`src/rtl/tank_sprite_pkg.sv`:
```
// Shared types and constants for the tank sprite layer: facing directions,
// frame layout of the sprite ROM and screen geometry.
package tank_sprite_pkg;

  typedef enum logic [1:0] {
    UP    = 2'd0,
    RIGHT = 2'd1,
    DOWN  = 2'd2,
    LEFT  = 2'd3
  } dir_t;

  localparam int NUM_FRAMES     = 8;
  localparam int FRAMES_PER_DIR = 2;
  localparam int FRAME_W        = $clog2(NUM_FRAMES);
  localparam int SCREEN_W       = 640;
  localparam int SCREEN_H       = 480;

  // Each facing owns two consecutive frames; the tread animation bit picks one.
  function automatic logic [FRAME_W-1:0] frame_of(input dir_t d, input logic anim);
    return FRAME_W'(d) * FRAME_W'(FRAMES_PER_DIR) + FRAME_W'(anim);
  endfunction

endpackage

```
`src/rtl/sprite_anim_ctrl.sv`:
```
// Frame-synchronous shadow registers for the tank position and facing, plus the
// tread animation divider. Everything here only changes on frame_start.
module sprite_anim_ctrl
  import tank_sprite_pkg::*;
#(
  parameter int ANIM_DIV = 8
) (
  input  logic               vga_clk,
  input  logic               reset_n,
  input  logic               frame_start,
  input  logic [9:0]         req_x,
  input  logic [9:0]         req_y,
  input  dir_t               req_dir,
  input  logic               moving,
  output logic [9:0]         pos_x,
  output logic [9:0]         pos_y,
  output logic [FRAME_W-1:0] frame
);

  localparam int CNT_W = 8;

  dir_t             dir;
  logic             anim;
  logic [CNT_W-1:0] anim_cnt;

  // Latch on frame_start only, so a frame is never rendered with mixed state.
  always_ff @(posedge vga_clk or negedge reset_n) begin
    if (!reset_n) begin
      pos_x    <= '0;
      pos_y    <= '0;
      dir      <= UP;
      anim     <= 1'b0;
      anim_cnt <= '0;
    end else if (frame_start) begin
      pos_x <= req_x;
      pos_y <= req_y;
      dir   <= req_dir;
      if (moving) begin
        if (anim_cnt == CNT_W'(ANIM_DIV - 1)) begin
          anim_cnt <= '0;
          anim     <= ~anim;
        end else begin
          anim_cnt <= anim_cnt + 1'b1;
        end
      end
    end
  end

  assign frame = frame_of(dir, anim);

endmodule

```
`src/rtl/tank_sprite_renderer.sv`:
```
// Tank sprite pixel generator: box test and ROM addressing in stage 1, ROM read
// in stage 2, transparency keying and output register in stage 3.
module tank_sprite_renderer
  import tank_sprite_pkg::*;
#(
  parameter int SPR_W       = 32,
  parameter int SPR_H       = 32,
  parameter int SCALE_SHIFT = 1,
  parameter int IDX_W       = 4,
  parameter int TRANSP_IDX  = 0,
  parameter int ANIM_DIV    = 8,
  parameter int ADDR_W      = $clog2(8 * SPR_W * SPR_H)
) (
  input  logic              vga_clk,
  input  logic              reset_n,
  input  logic [9:0]        DrawX,
  input  logic [9:0]        DrawY,
  input  logic              blank,
  input  logic              frame_start,
  input  logic [9:0]        pos_x,
  input  logic [9:0]        pos_y,
  input  dir_t              dir,
  input  logic              moving,
  output logic [ADDR_W-1:0] rom_address,
  input  logic [IDX_W-1:0]  rom_q,
  output logic [IDX_W-1:0]  pix_idx,
  output logic              pix_hit,
  output logic              pix_valid
);

  localparam int BOX_W     = SPR_W << SCALE_SHIFT;
  localparam int BOX_H     = SPR_H << SCALE_SHIFT;
  localparam int FRAME_TEX = SPR_W * SPR_H;

  logic [9:0]         act_x;
  logic [9:0]         act_y;
  logic [FRAME_W-1:0] frame;

  sprite_anim_ctrl #(
    .ANIM_DIV(ANIM_DIV)
  ) u_anim (
    .vga_clk    (vga_clk),
    .reset_n    (reset_n),
    .frame_start(frame_start),
    .req_x      (pos_x),
    .req_y      (pos_y),
    .req_dir    (dir),
    .moving     (moving),
    .pos_x      (act_x),
    .pos_y      (act_y),
    .frame      (frame)
  );

  // The box test runs in 11 bits so a sprite near the right/bottom edge
  // clips instead of wrapping around to column/row 0.
  logic [10:0] x_ext, y_ext, x_lo, y_lo, x_hi, y_hi;
  logic        in_box;
  logic [9:0]  dx, dy, lx, ly;
  logic [ADDR_W-1:0] addr_next;

  always_comb begin
    x_ext  = {1'b0, DrawX};
    y_ext  = {1'b0, DrawY};
    x_lo   = {1'b0, act_x};
    y_lo   = {1'b0, act_y};
    x_hi   = x_lo + 11'(BOX_W);
    y_hi   = y_lo + 11'(BOX_H);
    in_box = (x_ext >= x_lo) && (x_ext < x_hi) && (y_ext >= y_lo) && (y_ext < y_hi);
    dx     = DrawX - act_x;
    dy     = DrawY - act_y;
    lx     = dx >> SCALE_SHIFT;
    ly     = dy >> SCALE_SHIFT;
    addr_next = '0;
    if (in_box) begin
      addr_next = ADDR_W'(frame) * ADDR_W'(FRAME_TEX)
                + ADDR_W'(ly) * ADDR_W'(SPR_W)
                + ADDR_W'(lx);
    end
  end

  logic in_box_d1, blank_d1;
  logic in_box_d2, blank_d2;

  always_ff @(posedge vga_clk or negedge reset_n) begin
    if (!reset_n) begin
      rom_address <= '0;
      in_box_d1   <= 1'b0;
      blank_d1    <= 1'b0;
      in_box_d2   <= 1'b0;
      blank_d2    <= 1'b0;
    end else begin
      rom_address <= addr_next;
      in_box_d1   <= in_box;
      blank_d1    <= blank;
      in_box_d2   <= in_box_d1;
      blank_d2    <= blank_d1;
    end
  end

  // rom_q lines up with the *_d2 flags; a non-hit always presents index 0.
  logic hit_next;

  always_comb begin
    hit_next = in_box_d2 && blank_d2 && (rom_q != IDX_W'(TRANSP_IDX));
  end

  always_ff @(posedge vga_clk or negedge reset_n) begin
    if (!reset_n) begin
      pix_idx   <= '0;
      pix_hit   <= 1'b0;
      pix_valid <= 1'b0;
    end else begin
      pix_idx   <= hit_next ? rom_q : '0;
      pix_hit   <= hit_next;
      pix_valid <= blank_d2;
    end
  end

endmodule

```
`config.mk`:
```
export PLATFORM = sky130hd
export DESIGN_NAME = tank_sprite_renderer
export DESIGN_NICKNAME = d
export VERILOG_FILES = /design/src/rtl/tank_sprite_pkg.sv /design/src/rtl/sprite_anim_ctrl.sv /design/src/rtl/tank_sprite_renderer.sv
export SDC_FILE = /design/constraint.sdc
export NUM_CORES = 1
export LEC_CHECK = 0
export CORE_UTILIZATION = 50
export CTS_BUF_LIST = sky130_fd_sc_hd__clkbuf_8
export DETAILED_ROUTE_END_ITERATION = 12
export PLACE_DENSITY_LB_ADDON = 0.25
export SKIP_LAST_GASP = 1
export SLEW_MARGIN = 20
export SYNTH_ARGS = -nofsm -noshare
export SYNTH_HDL_FRONTEND = slang
export SYNTH_SLANG_ARGS = --single-unit
```
`constraint.sdc`:
```
create_clock -name vga_clk -period 6 [get_ports vga_clk]
set_input_delay 1.5 -clock vga_clk [delete_from_list [all_inputs] [get_ports vga_clk]]
set_output_delay 1.5 -clock vga_clk [all_outputs]
set_load 0.02 [all_outputs]
```
==> reports/summary.md <==
The count of cells resized by post-cts repair is 0. The latest clock arrival within the worst-skew pair was 0.31 ns; the fraction of power spent switching nets was 33.5%. Critical path class: input pin to flip-flop. After detailed routing, the number of remaining DRC violations is 0.

The routed layout has 2550 vias. Clock-pin slew was measured on the worst setup and hold paths at 0.10 ns. The source of the worst hold timing path was in_box_d1. In this run the biggest area consumer among cell types represents 40.6% of the synthesized area.

The relative area change from synthesis to final layout is 26.2%. The tools report the worst setup timing slack at the placement stage as 1.09 ns. Across the run, the number of max-cap violations was 0. For the worst clock skew, the log shows 0.00807 ns. CTS placed an instance of sky130_fd_sc_hd__clkbuf_8 at the clock tree root. Routed signal wires occupy layers up through met4. In this run the static leakage power is 0.00189 µW.

For the clock buffer count from CTS, the log shows 5. For the pin with the worst max-slew slack, the measured transition is 0.888 ns. The run gives 3330 µm² as the post-synthesis instance area.

The number of search-and-repair iterations in the first detailed-routing pass was 5. In this run the worst hold path is classified as flip-flop to flip-flop. The run gives 491 as the number of nets in the layout. The repair_antennas step left the layout with diodes totalling 0.

Measured against its own limit, the worst slew margin works out to 40.8%. The reg-to-reg startpoint is u_anim.pos_x[0]. The final max-slew violation count was 0.

The port buffer count works out to 69. The arrival time reported for the critical path endpoint was 4.81 ns; the total number of placement rows was 29. Synthesis produced 329 cells. The tools report the initial antenna violation count as 0. The total length of routed met2 wires was 3000 µm. CTS built an H-tree with a depth of 2. The die covers 6990 µm². The worst-case IR drop observed on VDD is 0.162 mV. The total negative slack for setup checks is 0 ns, and the overall power after layout is 1100 µW. The run gives 420 as the post-synthesis net count. The final layout contains routed wiring with a total length of 6240 µm. Once detail routing completed, the nets flagged for antenna violations numbered 0. The number of flops mapped to enable cells by yosys is 0.

The end point of the most critical hold path is in_box_d2. The tools report the number of sinks driven by the clock tree as 54. After synthesis, the mean cell area works out to 10.1 µm². The overall track demand over capacity in global routing is 18.8%, and the smallest setup slack after layout is 1.35 ns. The kind of launch point of the worst setup path is an input pin. The netlist uses 46 different library cells. For this design the ratio of total power to cell area is 261 nW/µm².

The sort of element at the end of the critical path was a flip-flop. The final critical path takes up 77.4% of the cycle. In this run the worst path has a maximum fanout of 4. Wire length per cell: 13.1 µm. The reported net switching power was 368 µW. For the sequential share of power, the log shows 39.8%.

In the final layout, the share of cells above drive strength 1 is 7.73%. For this run, asynchronously set or reset flops after synthesis account for 100%. The tools report the number of DRC markers in iteration 0 as 86.

The detailed placer's ending HPWL is 4950 µm. The run gives 0 as the number of setup buffers added after CTS. The worst reg2reg path depth is 15, and the sum of routed wire segments on met1 is 2890 µm. Area of the core: 6390 µm².

The number of endpoints with negative hold slack in the final report was 0. The run finished with clean final reports. Global routing finished with a remaining overflow of 0. The clock passes through at most 2 buffers. For the effective utilization at floorplan, the log shows 52.2%. For this design the top-level I/O count stands at 70. The worst register-to-register path has a setup slack of 2.64 ns. The most common flop cell mapped by yosys was sky130_fd_sc_hd__dfrtp_1. Yosys attributes the largest share of cell area to sky130_fd_sc_hd__dfrtp_1 41%, sky130_fd_sc_hd__ha_1 14%, sky130_fd_sc_hd__xnor2_1 5.3%. For this design, the CTS-stage hold fixing added 0 buffers. Setup repair after global routing left no endpoint under its margin.

The vertical extent of the die was 83.6 µm. By count the netlist is led by 54 x sky130_fd_sc_hd__dfrtp_1, 37 x sky130_fd_sc_hd__ha_1, 31 x sky130_fd_sc_hd__inv_1. Entering global routing, the biggest net connects 55 pins. The synthesis-stage register bit count was 54; the combinational power share was 37.8%. The logs give 272 µm for the met3 wire length and 0 for the synthesis warning total. For the finished layout, the period the worst path requires is 4.65 ns.

The internal portion of the total power is 730 µW. The endpoint of the lowest-slack register-to-register path was rom_address[11]. The cell type contributing the most total cell area after synthesis is sky130_fd_sc_hd__dfrtp_1.

The worst hold path passes through 0 cells. The logs give 2495 for the via count of the first global-routing pass and 0 for the total setup violations reported at the end of the flow. TritonCTS built the clock tree. The share of the Yosys chip area taken by registers is 40.6%. The first global-routing pass estimated 10800 µm of wire. By instance count, the leading cell after synthesis is sky130_fd_sc_hd__dfrtp_1. Average vias per placed instance: 5.33. For this run, the top clock speed supported by timing is 215 MHz.

From left edge to right edge, the die measures 83.6 µm. The congestion estimate from routability-driven global placement came to 0.918. STA puts the critical path data required time at 6.16 ns.

Per report_power, the clock group accounts for 22.4% of the total.
## final cells by class
type	count	area, µm²
flip-flops and latches	54	1350
well taps	77	96.3
fillers	544	2180
multi-input cells	237	1820
clock inverters	3	47.5
inverters	31	116
clock buffers	5	68.8
repair buffers	71	701
## through the flow
stage / cells / util (%) / hold WS (ns) / cell area, µm²
6_report: 478 / 65.8 / 0.356 / 4200
3_5_place_dp: 470 / 64.0 / 0.337 / 4090
3_3_place_gp: 470 / 64.0 / 0.333 / 4090
4_1_cts: 478 / 65.8 / 0.359 / 4200
2_1_floorplan: 329 / - / 0.331 / 3330
5_1_grt: 478 / 65.8 / 0.370 / 4200
## state kept, by name, summed over array words and instances, names as in the netlist
name and count:
rom_address 13, u_anim.pos_x 10, u_anim.pos_y 10, u_anim.anim_cnt 8, pix_idx 4, u_anim.dir 2
blank_d1 1, blank_d2 1, in_box_d1 1, in_box_d2 1, pix_hit 1, pix_valid 1
u_anim.anim 1
## placed cells by master, fill, tap and decap left out, types with 4 or more instances in the layout
cell / count
sky130_fd_sc_hd__inv_1: 31
sky130_fd_sc_hd__clkdlybuf4s50_1: 68
sky130_fd_sc_hd__nand2b_1: 4
sky130_fd_sc_hd__o21ai_0: 27
sky130_fd_sc_hd__clkbuf_8: 5
sky130_fd_sc_hd__dfrtp_1: 54
sky130_fd_sc_hd__xnor2_1: 20
sky130_fd_sc_hd__nand2_1: 27
sky130_fd_sc_hd__a21oi_1: 16
sky130_fd_sc_hd__nand3_1: 8
sky130_fd_sc_hd__mux2_2: 5
sky130_fd_sc_hd__nand4_1: 7
sky130_fd_sc_hd__xor2_1: 10
sky130_fd_sc_hd__ha_1: 37
sky130_fd_sc_hd__nor2_1: 13
sky130_fd_sc_hd__and3_1: 5
sky130_fd_sc_hd__nor3_2: 9
sky130_fd_sc_hd__a21o_1: 6
sky130_fd_sc_hd__nor2b_1: 5
## power groups by stage
| stage | sequential, µW | clock (µW) | combinational, µW |
|---|---|---|---|
| floorplan | 449 | 0 | 292 |
| global placement | 442 | 0 | 404 |
| detailed placement | 444 | 0 | 414 |
| CTS | 437 | 254 | 418 |
| global route | 444 | 270 | 462 |
| finish | 436 | 246 | 415 |
## how the worst max path moves through the flow
stage | from | end | slack, ns
final | DrawX[0] | rom_address[11] | 1.35
after global routing | DrawX[0] | rom_address[11] | 1.21
after CTS | DrawX[0] | rom_address[11] | 1.38
after detailed placement | DrawX[0] | rom_address[11] | 1.09
after global placement | DrawX[0] | rom_address[11] | 1.19
after floorplan | DrawX[0] | rom_address[11] | 1.77
## per-layer routing
metal  vias up  global-route usage, %
met2        65                   31.7
met1      1194                   25.0
met4         0                   5.39
met5         -                      0
li1       1282                      -
met3         9                   3.26
## cells by family after synthesis
family | count (synthesis) | share of synthesized area [%]
simple gates | 90 | 14.7
compound gates | 72 | 14.7
flops | 54 | 40.6
fa+ha+maj | 40 | 15.7
buf+inv | 38 | 4.73
xor+xnor | 30 | 7.89
mux | 5 | 1.69
## critical path: stages
cell,delay [ns]
sky130_fd_sc_hd__clkdlybuf4s50_1,0.40
sky130_fd_sc_hd__inv_1,0.05
sky130_fd_sc_hd__ha_1,0.16
sky130_fd_sc_hd__inv_1,0.05
sky130_fd_sc_hd__fa_1,0.40
sky130_fd_sc_hd__a21o_1,0.19
sky130_fd_sc_hd__a21oi_2,0.25
sky130_fd_sc_hd__o21bai_1,0.09
sky130_fd_sc_hd__a21oi_1,0.19
sky130_fd_sc_hd__xnor2_1,0.09
sky130_fd_sc_hd__ha_1,0.23
sky130_fd_sc_hd__fa_1,0.41
sky130_fd_sc_hd__a21oi_1,0.15
sky130_fd_sc_hd__o21ai_0,0.13
sky130_fd_sc_hd__a41oi_1,0.26
sky130_fd_sc_hd__xor2_1,0.19
sky130_fd_sc_hd__nor3_2,0.05
Note: power is estimated with default switching activity, not from simulation.
